`config.mk`:
```
export PLATFORM = sky130hd
export DESIGN_NAME = multicycle_controller
export DESIGN_NICKNAME = d
export VERILOG_FILES = /design/src/rtl/multicycle_controller_pkg.sv /design/src/rtl/multicycle_controller_mem_wait_timer.sv /design/src/rtl/multicycle_controller.sv
export SDC_FILE = /design/constraint.sdc
export NUM_CORES = 1
export LEC_CHECK = 0
export ABC_CLOCK_PERIOD_IN_PS = 2300
export BUFFER_PORTS_ARGS = -buffer_cell sky130_fd_sc_hd__buf_2
export CORE_MARGIN = 2
export CORE_UTILIZATION = 30
export DETAILED_ROUTE_END_ITERATION = 8
export HOLD_SLACK_MARGIN = 0.05
export MAX_ROUTING_LAYER = met4
export PLACE_DENSITY = 0.54
export SLEW_MARGIN = 20
export SYNTH_ARGS = -nofsm -noshare
export SYNTH_HDL_FRONTEND = slang
export SYNTH_SLANG_ARGS = --single-unit
```
`constraint.sdc`:
```
create_clock -name i_clk -period 2.3 [get_ports i_clk]
set_input_delay 0.115 -clock i_clk [delete_from_list [all_inputs] [get_ports i_clk]]
set_output_delay 0.115 -clock i_clk [all_outputs]
set_load 0.02 [all_outputs]
```
`src/rtl/multicycle_controller_pkg.sv`:
```
// Shared encodings for the multi-cycle RV32I control path: FSM states, opcodes
// and the select codes seen by the ALU decoder and datapath muxes.
package multicycle_controller_pkg;

    typedef enum logic [3:0] {
        S_FETCH, S_DECODE, S_MEMADR, S_MEMREAD, S_MEMWB, S_MEMWRITE,
        S_EXEC_R, S_EXEC_I, S_ALUWB, S_BRANCH, S_JAL, S_HALT
    } state_t;

    localparam logic [6:0] OP_LW  = 7'b0000011;
    localparam logic [6:0] OP_SW  = 7'b0100011;
    localparam logic [6:0] OP_R   = 7'b0110011;
    localparam logic [6:0] OP_I   = 7'b0010011;
    localparam logic [6:0] OP_BR  = 7'b1100011;
    localparam logic [6:0] OP_JAL = 7'b1101111;

    localparam logic [1:0] ALUOP_ADD    = 2'b00;
    localparam logic [1:0] ALUOP_BRANCH = 2'b01;
    localparam logic [1:0] ALUOP_RTYPE  = 2'b10;
    localparam logic [1:0] ALUOP_ITYPE  = 2'b11;

    localparam logic [1:0] SRCA_PC    = 2'b00;
    localparam logic [1:0] SRCA_OLDPC = 2'b01;
    localparam logic [1:0] SRCA_RD1   = 2'b10;

    localparam logic [1:0] SRCB_RD2 = 2'b00;
    localparam logic [1:0] SRCB_IMM = 2'b01;
    localparam logic [1:0] SRCB_4   = 2'b10;

    localparam logic [1:0] RES_ALUOUT = 2'b00;
    localparam logic [1:0] RES_RDATA  = 2'b01;
    localparam logic [1:0] RES_ALURES = 2'b10;

    localparam logic [1:0] IMM_I = 2'b00;
    localparam logic [1:0] IMM_S = 2'b01;
    localparam logic [1:0] IMM_B = 2'b10;
    localparam logic [1:0] IMM_J = 2'b11;

    // States that hold the memory port and therefore arm the wait timer.
    function automatic logic is_mem_state(state_t s);
        return (s == S_FETCH) || (s == S_MEMREAD) || (s == S_MEMWRITE);
    endfunction

endpackage

```
`src/rtl/multicycle_controller_mem_wait_timer.sv`:
```
// Counts stalled cycles of a memory access; flags the cycle on which the
// access has waited TIMEOUT cycles without completing.
module mem_wait_timer #(
    parameter int TIMEOUT = 256
) (
    input  logic i_clk,
    input  logic i_rst_n,
    input  logic i_active,
    input  logic i_ready,
    output logic o_timeout
);
    localparam int CW = (TIMEOUT > 1) ? $clog2(TIMEOUT) : 1;

    logic [CW-1:0] r_cnt;

    assign o_timeout = i_active && !i_ready && (r_cnt == CW'(TIMEOUT - 1));

    always_ff @(posedge i_clk or negedge i_rst_n) begin
        if (!i_rst_n)
            r_cnt <= '0;
        else if (!i_active || i_ready || o_timeout)
            r_cnt <= '0;
        else
            r_cnt <= r_cnt + CW'(1);
    end

endmodule

```
`src/rtl/multicycle_controller.sv`:
```
// Main control FSM of the multi-cycle RV32I core: fetch/decode/execute/writeback
// sequencing over one ALU and one unified memory port.
module multicycle_controller
    import multicycle_controller_pkg::*;
#(
    parameter int TIMEOUT = 256,
    parameter int RET_W   = 32
) (
    input  logic             i_clk,
    input  logic             i_rst_n,
    input  logic [6:0]       i_op,
    input  logic [2:0]       i_funct3,
    input  logic             i_cond,
    input  logic             i_mem_ready,
    output logic             o_mem_req,
    output logic             o_MemWrite,
    output logic             o_AdrSrc,
    output logic             o_IRWrite,
    output logic             o_PCWrite,
    output logic             o_RegWrite,
    output logic [1:0]       o_ALUSrcA,
    output logic [1:0]       o_ALUSrcB,
    output logic [1:0]       o_ALUOp,
    output logic [1:0]       o_ResultSrc,
    output logic [1:0]       o_ImmSrc,
    output logic             o_err,
    output logic [RET_W-1:0] o_retired
);
    state_t           r_state;
    logic             r_err;
    logic [RET_W-1:0] r_retired;
    logic             w_timeout;

    // funct3 is consumed by the ALU decoder for branch qualification, not here.
    logic w_unused_funct3;
    assign w_unused_funct3 = ^i_funct3;

    mem_wait_timer #(.TIMEOUT(TIMEOUT)) u_timer (
        .i_clk     (i_clk),
        .i_rst_n   (i_rst_n),
        .i_active  (is_mem_state(r_state)),
        .i_ready   (i_mem_ready),
        .o_timeout (w_timeout)
    );

    always_ff @(posedge i_clk or negedge i_rst_n) begin
        if (!i_rst_n) begin
            r_state   <= S_FETCH;
            r_err     <= 1'b0;
            r_retired <= '0;
        end else if (w_timeout) begin
            r_state <= S_HALT;
            r_err   <= 1'b1;
        end else begin
            case (r_state)
                S_FETCH:    if (i_mem_ready) r_state <= S_DECODE;
                S_DECODE: begin
                    case (i_op)
                        OP_LW, OP_SW: r_state <= S_MEMADR;
                        OP_R:         r_state <= S_EXEC_R;
                        OP_I:         r_state <= S_EXEC_I;
                        OP_BR:        r_state <= S_BRANCH;
                        OP_JAL:       r_state <= S_JAL;
                        default: begin
                            r_state <= S_HALT;
                            r_err   <= 1'b1;
                        end
                    endcase
                end
                S_MEMADR:   r_state <= (i_op == OP_LW) ? S_MEMREAD : S_MEMWRITE;
                S_MEMREAD:  if (i_mem_ready) r_state <= S_MEMWB;
                S_MEMWRITE: begin
                    if (i_mem_ready) begin
                        r_state   <= S_FETCH;
                        r_retired <= r_retired + RET_W'(1);
                    end
                end
                S_EXEC_R, S_EXEC_I: r_state <= S_ALUWB;
                S_JAL:      r_state <= S_ALUWB;
                S_MEMWB, S_ALUWB, S_BRANCH: begin
                    r_state   <= S_FETCH;
                    r_retired <= r_retired + RET_W'(1);
                end
                default:    r_state <= S_HALT;
            endcase
        end
    end

    logic       w_mem_req, w_memwrite, w_adrsrc, w_irwrite, w_pcwrite, w_regwrite;
    logic [1:0] w_srca, w_srcb, w_aluop, w_ressrc, w_immsrc;

    always_comb begin
        w_mem_req  = 1'b0;
        w_memwrite = 1'b0;
        w_adrsrc   = 1'b0;
        w_irwrite  = 1'b0;
        w_pcwrite  = 1'b0;
        w_regwrite = 1'b0;
        w_srca     = SRCA_PC;
        w_srcb     = SRCB_RD2;
        w_aluop    = ALUOP_ADD;
        w_ressrc   = RES_ALUOUT;
        w_immsrc   = IMM_I;
        case (r_state)
            S_FETCH: begin
                w_mem_req = 1'b1;
                w_srcb    = SRCB_4;
                w_ressrc  = RES_ALURES;
                w_irwrite = i_mem_ready;
                w_pcwrite = i_mem_ready;
            end
            S_DECODE: begin
                w_srca   = SRCA_OLDPC;
                w_srcb   = SRCB_IMM;
                w_immsrc = IMM_B;
            end
            S_MEMADR: begin
                w_srca   = SRCA_RD1;
                w_srcb   = SRCB_IMM;
                w_immsrc = (i_op == OP_SW) ? IMM_S : IMM_I;
            end
            S_MEMREAD: begin
                w_mem_req = 1'b1;
                w_adrsrc  = 1'b1;
            end
            S_MEMWB: begin
                w_ressrc   = RES_RDATA;
                w_regwrite = 1'b1;
            end
            S_MEMWRITE: begin
                w_mem_req  = 1'b1;
                w_memwrite = 1'b1;
                w_adrsrc   = 1'b1;
            end
            S_EXEC_R: begin
                w_srca  = SRCA_RD1;
                w_aluop = ALUOP_RTYPE;
            end
            S_EXEC_I: begin
                w_srca   = SRCA_RD1;
                w_srcb   = SRCB_IMM;
                w_immsrc = IMM_I;
                w_aluop  = ALUOP_ITYPE;
            end
            S_ALUWB:  w_regwrite = 1'b1;
            S_BRANCH: begin
                w_srca    = SRCA_RD1;
                w_aluop   = ALUOP_BRANCH;
                w_pcwrite = i_cond;
            end
            S_JAL: begin
                w_srca    = SRCA_OLDPC;
                w_srcb    = SRCB_4;
                w_pcwrite = 1'b1;
            end
            default: ;
        endcase
    end

    // Reset masks the decode directly so enables drop the moment reset asserts.
    assign o_mem_req   = i_rst_n & w_mem_req;
    assign o_MemWrite  = i_rst_n & w_memwrite;
    assign o_AdrSrc    = i_rst_n & w_adrsrc;
    assign o_IRWrite   = i_rst_n & w_irwrite;
    assign o_PCWrite   = i_rst_n & w_pcwrite;
    assign o_RegWrite  = i_rst_n & w_regwrite;
    assign o_ALUSrcA   = i_rst_n ? w_srca   : 2'b00;
    assign o_ALUSrcB   = i_rst_n ? w_srcb   : 2'b00;
    assign o_ALUOp     = i_rst_n ? w_aluop  : 2'b00;
    assign o_ResultSrc = i_rst_n ? w_ressrc : 2'b00;
    assign o_ImmSrc    = i_rst_n ? w_immsrc : 2'b00;
    assign o_err       = r_err;
    assign o_retired   = r_retired;

endmodule

```
==> results of run 1 <==
flip-flops by register name (all words and copies together) (netlist names):
name and count:
o_err 1, o_retired 32, r_state 4, u_timer.r_cnt 8
per-layer routing:
| metal | vias to the layer above | global-route usage | wire (um) |
|---|---|---|---|
| li1 | 1033 | - | - |
| met1 | 978 | 0.176 | 2750 |
| met2 | 59 | 0.209 | 2490 |
| met3 | 4 | 0.0348 | 369 |
| met4 | 0 | 0.0357 | 49 |
| met5 | - | - | 0 |
report_power, final:
part	switching (mW)	internal, mW	leakage (nW)
clock	0.262	0.326	0.0554
sequential	0.185	0.888	0.596
combinational	0.633	0.445	0.718
worst max-delay path, delay by kind of cell (launching register included):
kind,cells,cell delay [ps]
AND/OR/NAND/NOR,1,630
flip-flops,1,550
buffers and inverters,2,440
AO/OA/AOI/OAI,1,160
layout by cell type (no fill, tap or decap), drive strengths merged, types with 2 or more instances in the layout:
cell type and count:
and2 2, o21ai 4, nor4 6, or2 3, inv 3, nand4 13, dfrtp 45, o21a 2
nor3 10, buf 67, ha 2, clkbuf 6, and3 8, o41ai 3, and4 6, xor2 8
xnor2 30, nor2 25, a31oi 3, nand2 15, or3 6, nor2b 7, nand3 21, nand2b 4
a21oi 6
kinds of logic after synthesis:
family                   Yosys count
AO/OA/AOI/OAI                     23
adder cells (fa/ha/maj)            2
AND/OR/NAND/NOR                  130
XOR/XNOR                          38
multiplexers                       2
buffers and inverters             13
flip-flops                        45
worst max-delay path by stage:
stage / cells past startpoint / end / startpoint / slack [ps]
final: 4 / o_ALUSrcA[1] / r_state[1] / 120
after global routing: 4 / o_ALUSrcA[1] / r_state[0] / 30
after CTS: 4 / o_ALUSrcA[1] / r_state[1] / 110
after detailed placement: 5 / r_state[0] / r_state[1] / 310
after global placement: 6 / o_retired[31] / r_state[2] / 340
after floorplan: 4 / o_ALUSrcA[1] / r_state[1] / 450
through the flow:
step | area, um^2 | std cells | util
6_report | 3060 | 424 | 0.374
5_1_grt | 3060 | 424 | 0.374
2_1_floorplan | 2520 | 253 | -
4_1_cts | 3060 | 424 | 0.374
3_3_place_gp | 2940 | 415 | 0.359
3_5_place_dp | 2940 | 415 | 0.359
repair_timing:
| item | CTS | global route |
|---|---|---|
| resized for setup | 0 | 0 |
| endpoints found under the hold margin | 45 | 0 |
| hold buffers | 1 | 0 |
cell type report:
type / instances / share of cell area
Clock inverter: 2 / 0.0127
Clock buffer: 6 / 0.0237
Timing Repair Buffer: 68 / 0.119
Inverter: 3 / 0.00368
Tap cell: 105 / 0.0429
Sequential cell: 45 / 0.368
Multi-Input combinational cell: 195 / 0.429
==> run_results.csv, run 1 <==
group,metric,value,unit
hold_path,holdPathEnd,"r_state[2]",
clock_network,root_buffer,"clkbuf_8",
setup_path,worstPathArrival,2070,ps
clock_network,htree_levels,2,
synth,synth.distinct_cells,45,
synth,syn-num-nets,269,
synth,synth-xor-area-share,0.135,
sta,hold_violations,0,
synth,synth_top_family_by_area,"simple AND/OR/NAND/NOR gates",
clock_network,postCtsSetupBuffers,0,
floorplan,rows,33,
floorplan,die_w,95.6,um
placement,numPortBuffers,59,
route,route.vias.total,2074,
sta,maxSlewViolCount,0,
route,via_per_inst,4.89,
sta,finalSetupViolations,0,
sta,max_slew.worst_pin.slew,594,ps
synth,synthTopCellsByArea,"dfrtp_1 (45%), xnor2_1 (10%), nor2_1 (3.7%), nand4_1 (3.2%), nand3_2 (3.2%)",
clock_network,path_clk_slew,80,ps
synth,syn_inst,253,
layout,final_nets,334,
route,drt_pre_antenna_iters,4,
power_and_ir_drop,p_leak,1.37,nW
synth,synthMuxAreaShare,0.00845,
synth,synth_commonest_cells,"dfrtp_1 (45), xnor2_1 (30), nor2_1 (25)",
floorplan,die_height,95.6,um
sta,rsz0062_at_grt,"false",
setup_path,crit_slowest_cell,"or4b_2",
sta,max_slew_margin,0.604,
sta,setup_ws,116,ps
hold_path,hold_start,"i_mem_ready",
sta,period_minus_slack,2180,ps
layout,antenna_cells,0,
setup_path,rrSetupSlack,310,ps
route,drt_iter0_markers,83,
synth,yosysSeqAreaShare,0.448,
floorplan,dieArea,9140,um^2
floorplan,start_util,0.308,
route,wirelength,5.66,mm
synth,synth_compound_area_frac,0.0641,
sta,holdWs,77.3,ps
synth,synth-simple-area-share,0.304,
global_routing,grt_usage,0.135,
synth,synth.most_common_cell,"dfrtp_1",
power_and_ir_drop,power_density,896,nW/um^2
hold_path,hold_depth,2,
sta,setup_tns,0,ps
clock_network,cts.sinks,45,
layout,area_growth,21.6,%
layout,regArea,1130,um^2
sta,period_share,0.950,
placement,gp_congestion,0.791,
placement,pre_cts_slack,310,ps
route,remaining_drc_errors,0,
synth,synth_top_area_cell,"dfrtp_1",
synth,synth-seq-cells,45,
setup_path,worst_setup_path_end_kind,"output port",
placement,dp_hpwl,4.09,mm
route,ant_nets,0,
synth,synth_top_area_share,0.448,
run,drv_cap,0,
synth,syn_area_per_cell,9.95,um^2
sta,max_freq,458,MHz
power_and_ir_drop,report.power.total,2.74,mW
layout,fillers,860,
setup_path,r2r_start,"r_state[1]",
route,avgRoutedWirePerCell,13.3,um
global_routing,antenna_found_initial,0,
synth,synthArstFlopShare,1.00,
clock_network,clock_latency,290,ps
setup_path,cp-start-kind,"flop",
floorplan,core,8180,um^2
layout,final_layout_size_suffix_gt1_frac,0.285,
layout,multi_input_area,1310,um^2
clock_network,numCtsBuffers,5,
setup_path,reg2reg_depth,5,
hold_path,min_path_type,"primary input to flop",
global_routing,grt_pass1_vias,2012,
synth,syn_area,2520,um^2
clock_network,cts_tree,"done",
setup_path,worstPathMaxFanout,11,
synth,yosysWarnings,0,
global_routing,grt_pass1_wl,9.54,mm
synth,ys.flop_type,"dfrtp_1",
global_routing,grt_max_degree,48,
synth,synth_fa_ha_area_frac,0.00995,
status,status,"complete, no violations",
setup_path,crit_type,"flop to output port",
clock_network,cts_max_path_buffers,2,
global_routing,grt_overflow,0,
power_and_ir_drop,vdd_drop_max,0.276,mV
floorplan,ios,63,
setup_path,timing.rr.end,"r_state[0]",
synth,synth-edff-count,0,
setup_path,required,2180,ps
setup_path,critical_path.max_stage_delay,630,ps
sta,clock_skew,8.79,ps
setup_path,crit_chain,"buf_4, or4b_2, a21oi_1, buf_2",
Note: power is estimated with default switching activity, not from simulation.
==> run 2: changes to the inputs <==
--- a/config.mk
+++ b/config.mk
@@ -5,7 +5,7 @@
 export SDC_FILE = /design/constraint.sdc
 export NUM_CORES = 1
 export LEC_CHECK = 0
-export ABC_CLOCK_PERIOD_IN_PS = 2300
+export ABC_CLOCK_PERIOD_IN_PS = 2180
 export BUFFER_PORTS_ARGS = -buffer_cell sky130_fd_sc_hd__buf_2
 export CORE_MARGIN = 2
 export CORE_UTILIZATION = 30
==> constraint.sdc (replaced) <==
create_clock -name i_clk -period 2.18 [get_ports i_clk]
set_input_delay 0.109 -clock i_clk [delete_from_list [all_inputs] [get_ports i_clk]]
set_output_delay 0.109 -clock i_clk [all_outputs]
set_load 0.02 [all_outputs]
==> run_results.csv, run 2 (same netlist as run 1, synthesis figures left out) <==
group,metric,value,unit
power_and_ir_drop,clock_power_share,0.187,
power_and_ir_drop,p_sw,1.13,mW
setup_path,required,2070,ps
clock_network,root_buffer,"clkbuf_8",
power_and_ir_drop,report.power.total,2.82,mW
floorplan,start_util,0.308,
power_and_ir_drop,vdd_drop_max,0.261,mV
sta,rsz0062_at_grt,"false",
setup_path,worstPathArrival,1950,ps
sta,setup_tns,0,ps
floorplan,die_w,95.6,um
floorplan,die_height,95.6,um
sta,clock_skew,9.28,ps
power_and_ir_drop,combinationalPowerShare,0.416,
layout,antenna_cells,0,
route,wirelength,5.62,mm
power_and_ir_drop,switching_share,0.402,
placement,dp_hpwl,4.13,mm
setup_path,crit_slowest_cell,"or4b_2",
run,drv_cap,0,
clock_network,clock_latency,300,ps
status,status,"complete, no violations",
layout,regArea,1130,um^2
setup_path,cp-start-kind,"flop",
layout,final_cell_mix,"buf_2 (59), dfrtp_1 (42), xnor2_1 (30)",
layout,final_nets,337,
setup_path,worstPathMaxFanout,13,
layout,final_util,0.375,
global_routing,antenna_found_initial,0,
floorplan,core,8180,um^2
power_and_ir_drop,intPower,1.69,mW
clock_network,path_clk_slew,80,ps
layout,fillers,854,
global_routing,grt_max_degree,48,
layout,largest_register_ffs,32,
route,ant_nets,0,
global_routing,grt_pass1_wl,9.32,mm
layout,multi_input_area,1310,um^2
layout,area_growth,21.8,%
route,route.vias.total,2049,
floorplan,rows,33,
route,via_per_inst,4.81,
global_routing,grt_usage,0.133,
sta,hold_violations,0,
sta,period_minus_slack,2060,ps
sta,finalSetupViolations,0,
clock_network,htree_levels,2,
setup_path,critical_path.max_stage_delay,630,ps
route,drt_iter0_markers,83,
power_and_ir_drop,p_leak,1.37,nW
sta,max_slew.worst_pin.slew,587,ps
clock_network,cts.sinks,45,
sta,maxSlewViolCount,0,
sta,period_share,0.944,
floorplan,ios,63,
route,drt_pre_antenna_iters,4,
sta,holdWs,63.0,ps
setup_path,worst_setup_path_end_kind,"output port",
clock_network,numCtsBuffers,5,
global_routing,grt_pass1_vias,1931,
placement,gp_congestion,0.826,
clock_network,cts_max_path_buffers,2,
global_routing,grt_overflow,0,
route,avgRoutedWirePerCell,13.2,um
sta,setup_ws,121,ps
setup_path,crit_chain,"buf_4, or4b_2, a21oi_1, buf_2",
power_and_ir_drop,power_density,920,nW/um^2
layout,layout_commonest_cell,"buf_2",
placement,numPortBuffers,59,
floorplan,dieArea,9140,um^2
placement,pre_cts_slack,235,ps
sta,max_freq,486,MHz
layout,final_layout_size_suffix_gt1_frac,0.302,
power_and_ir_drop,seqPwrFrac,0.398,
clock_network,cts_tree,"done",
route,remaining_drc_errors,0,
setup_path,crit_type,"flop to output port",
hold_path,min_path_type,"primary input to flop",
sta,max_slew_margin,0.608,
[run 2: layer usage]
metal,up-vias,track usage,routed length (um)
li1,1045,-,-
met1,950,0.172,2730
met2,48,0.207,2470
met3,6,0.0372,355
met4,0,0.0357,64
met5,-,-,0
[run 2: worst max-delay path, delay by kind of cell, from the launching register on]
family                 cells  cell delay [ps]
buffers and inverters      2              370
AO/OA/AOI/OAI              1              150
AND/OR/NAND/NOR            1              630
flip-flops                 1              510
[run 2: path summary, 6_finish.rpt]
path                                 end  depth (start not counted)        start  slack [ps]
max in group asynchronous     r_state[0]                          3      i_rst_n        1240
min                           r_state[2]                          2  i_mem_ready          60
min reg2reg                        o_err                          1        o_err         470
max reg2reg                o_retired[23]                          6   r_state[2]         330
min in group asynchronous  o_retired[18]                          3      i_rst_n         520
max                         o_ALUSrcA[1]                          4   r_state[1]         120
[run 2: final cells by class]
| cell class | instances | area share |
|---|---|---|
| multi-input combinational | 195 | 0.429 |
| sequential | 45 | 0.369 |
| timing repair buffer | 71 | 0.127 |
| tap | 105 | 0.0429 |
| clock buffer | 6 | 0.0269 |
| inverter | 3 | 0.00367 |
| clock inverter | 1 | 0.00245 |
[run 2: power by group through the flow]
stage | Sequential [mW] | Clock, mW | Combinational [mW]
finish | 1.12 | 0.527 | 1.17
global route | 1.15 | 0.582 | 1.32
CTS | 1.12 | 0.550 | 1.19
detailed placement | 1.13 | 0 | 1.18
global placement | 1.13 | 0 | 1.18
floorplan | 1.12 | 0 | 0.846
[run 2: per-stage QoR]
| step | instances | cell area [um^2] |
|---|---|---|
| after CTS | 426 | 3060 |
| final | 426 | 3060 |
| after global placement | 418 | 2960 |
| after floorplan | 253 | 2520 |
| after global routing | 426 | 3060 |
| after detailed placement | 418 | 2960 |
[run 2: what timing repair did]
item	4_1_cts	5_1_grt
resized for setup	0	3
hold buffers	1	0
endpoints found under the setup margin	0	1
setup buffers	0	0
hold endpoints to repair	45	0
==> run 3: changes to the inputs <==
--- a/config.mk
+++ b/config.mk
@@ -7,12 +7,13 @@
 export LEC_CHECK = 0
 export ABC_CLOCK_PERIOD_IN_PS = 2180
 export BUFFER_PORTS_ARGS = -buffer_cell sky130_fd_sc_hd__buf_2
+export CORE_ASPECT_RATIO = 2
 export CORE_MARGIN = 2
-export CORE_UTILIZATION = 30
+export CORE_UTILIZATION = 53
 export DETAILED_ROUTE_END_ITERATION = 8
 export HOLD_SLACK_MARGIN = 0.05
 export MAX_ROUTING_LAYER = met4
-export PLACE_DENSITY = 0.54
+export PLACE_DENSITY = 0.84
 export SLEW_MARGIN = 20
 export SYNTH_ARGS = -nofsm -noshare
 export SYNTH_HDL_FRONTEND = slang
==> run_results.csv, run 3 (same netlist as run 1, synthesis figures left out) <==
group,metric,value,unit
status,status,"complete, no violations",
setup_path,worst_setup_path_end_kind,"output port",
clock_network,postCtsSetupBuffers,0,
sta,setup_tns,0,ps
route,remaining_drc_errors,0,
run,drv_cap,0,
floorplan,core,4600,um^2
route,wirelength,5.65,mm
layout,final_util,0.652,
route,route.vias.total,2171,
setup_path,timing.rr.end,"r_state[0]",
floorplan,die_w,52.7,um
route,via_per_inst,5.80,
global_routing,antenna_found_initial,0,
clock_network,path_clk_slew,80,ps
layout,area_growth,19.1,%
placement,gp_congestion,0.812,
sta,clock_skew,12.4,ps
layout,layout_commonest_cell,"buf_2",
clock_network,cts_tree,"done",
global_routing,grt_overflow,0,
sta,max_freq,493,MHz
power_and_ir_drop,vdd_drop_max,0.982,mV
floorplan,rows,35,
global_routing,grt_max_degree,48,
route,avgRoutedWirePerCell,15.1,um
floorplan,start_util,0.547,
sta,period_minus_slack,2030,ps
setup_path,critical_path.startpoint,"r_state[1]",
setup_path,r2r_start,"r_state[2]",
power_and_ir_drop,p_leak,1.37,nW
floorplan,ios,63,
sta,hold_violations,0,
clock_network,htree_levels,2,
layout,final_cell_mix,"buf_2 (59), dfrtp_1 (44), xnor2_1 (30)",
layout,final_layout_size_suffix_gt1_frac,0.288,
setup_path,worstPathMaxFanout,14,
setup_path,required,2070,ps
clock_network,cts.sinks,45,
placement,numPortBuffers,59,
sta,rsz0062_at_grt,"false",
setup_path,reg2reg_depth,5,
layout,largest_register_ffs,32,
sta,max_slew.worst_pin.slew,580,ps
setup_path,rrSetupSlack,230,ps
floorplan,dieArea,5350,um^2
clock_network,clock_latency,300,ps
global_routing,grt_usage,0.247,
sta,period_share,0.930,
floorplan,die_height,101,um
clock_network,cts_max_path_buffers,2,
power_and_ir_drop,power_density,973,nW/um^2
layout,final_nets,334,
global_routing,grt_pass1_vias,2184,
setup_path,crit_type,"flop to output port",
route,ant_nets,0,
setup_path,worstPathArrival,1920,ps
setup_path,cp-start-kind,"flop",
hold_path,min_path_type,"primary input to flop",
route,drt_pre_antenna_iters,5,
placement,dp_hpwl,4.21,mm
sta,maxSlewViolCount,0,
sta,finalSetupViolations,0,
setup_path,crit_end,"o_ALUSrcA[1]",
layout,antenna_cells,0,
global_routing,grt_pass1_wl,9.80,mm
clock_network,numCtsBuffers,5,
sta,max_slew_margin,0.613,
clock_network,root_buffer,"clkbuf_8",
route,drt_iter0_markers,45,
-- run 3: cell count changes in the layout (fill, tap and decap cells not counted), sizes merged --
| cell | before | now |
|---|---|---|
| clkinvlp | 1 | 0 |
| clkinv | 0 | 1 |
| bufinv | 0 | 1 |
| buf | 70 | 67 |
-- run 3: worst min-delay path by stage --
stage,from,to,slack [ps],cells past startpoint
floorplan,i_rst_n,o_err,-190,0
global placement,i_rst_n,o_retired[5],250,2
detailed placement,i_rst_n,o_retired[5],250,2
CTS,i_mem_ready,r_state[2],70,2
global route,i_mem_ready,r_state[2],70,2
finish,i_mem_ready,r_state[2],90,2
-- run 3: report_power, final --
part | internal, mW | switching [mW]
combinational | 0.475 | 0.728
sequential | 0.940 | 0.150
clock | 0.344 | 0.280
-- run 3: per-layer routing --
metal | track usage | vias up | part of all wire
li1 | - | 1032 | -
met1 | 0.275 | 1077 | 0.39
met2 | 0.425 | 50 | 0.56
met3 | 0.0413 | 12 | 0.030
met4 | 0.101 | 0 | 0.024
met5 | - | - | 0
-- run 3: repair_timing --
item,4_1_cts,5_1_grt
hold buffers,1,0
hold endpoints to repair,45,0
endpoints found under the setup margin,0,1
resized for setup,0,1
-- run 3: layout make-up --
| class | count | area [um^2] |
|---|---|---|
| tap | 55 | 68.8 |
| clock buffer | 6 | 72.6 |
| sequential | 45 | 1130 |
| fill | 413 | 1600 |
| clock inverter | 2 | 38.8 |
| timing repair buffer | 68 | 365 |
| inverter | 3 | 11.3 |
| multi-input combinational | 195 | 1310 |
-- run 3: through the flow --
step | setup WS, ps | power [mW] | instance area [um^2] | cells | hold slack [ps]
2_1_floorplan | 340 | 1.96 | 2520 | 253 | -187
4_1_cts | 105 | 2.92 | 3000 | 374 | 73.9
3_5_place_dp | 294 | 2.29 | 2880 | 365 | 246
3_3_place_gp | 325 | 2.27 | 2880 | 365 | 246
6_report | 152 | 2.92 | 3000 | 374 | 86.3
5_1_grt | 54.9 | 3.11 | 3000 | 374 | 73.7
-- run 3: worst max-delay path, stage by stage, from the launching register on --
cell and delay [ps]:
dfrtp_2 490, buf_4 210, or4b_2 630, a21oi_1 130, buf_2 170
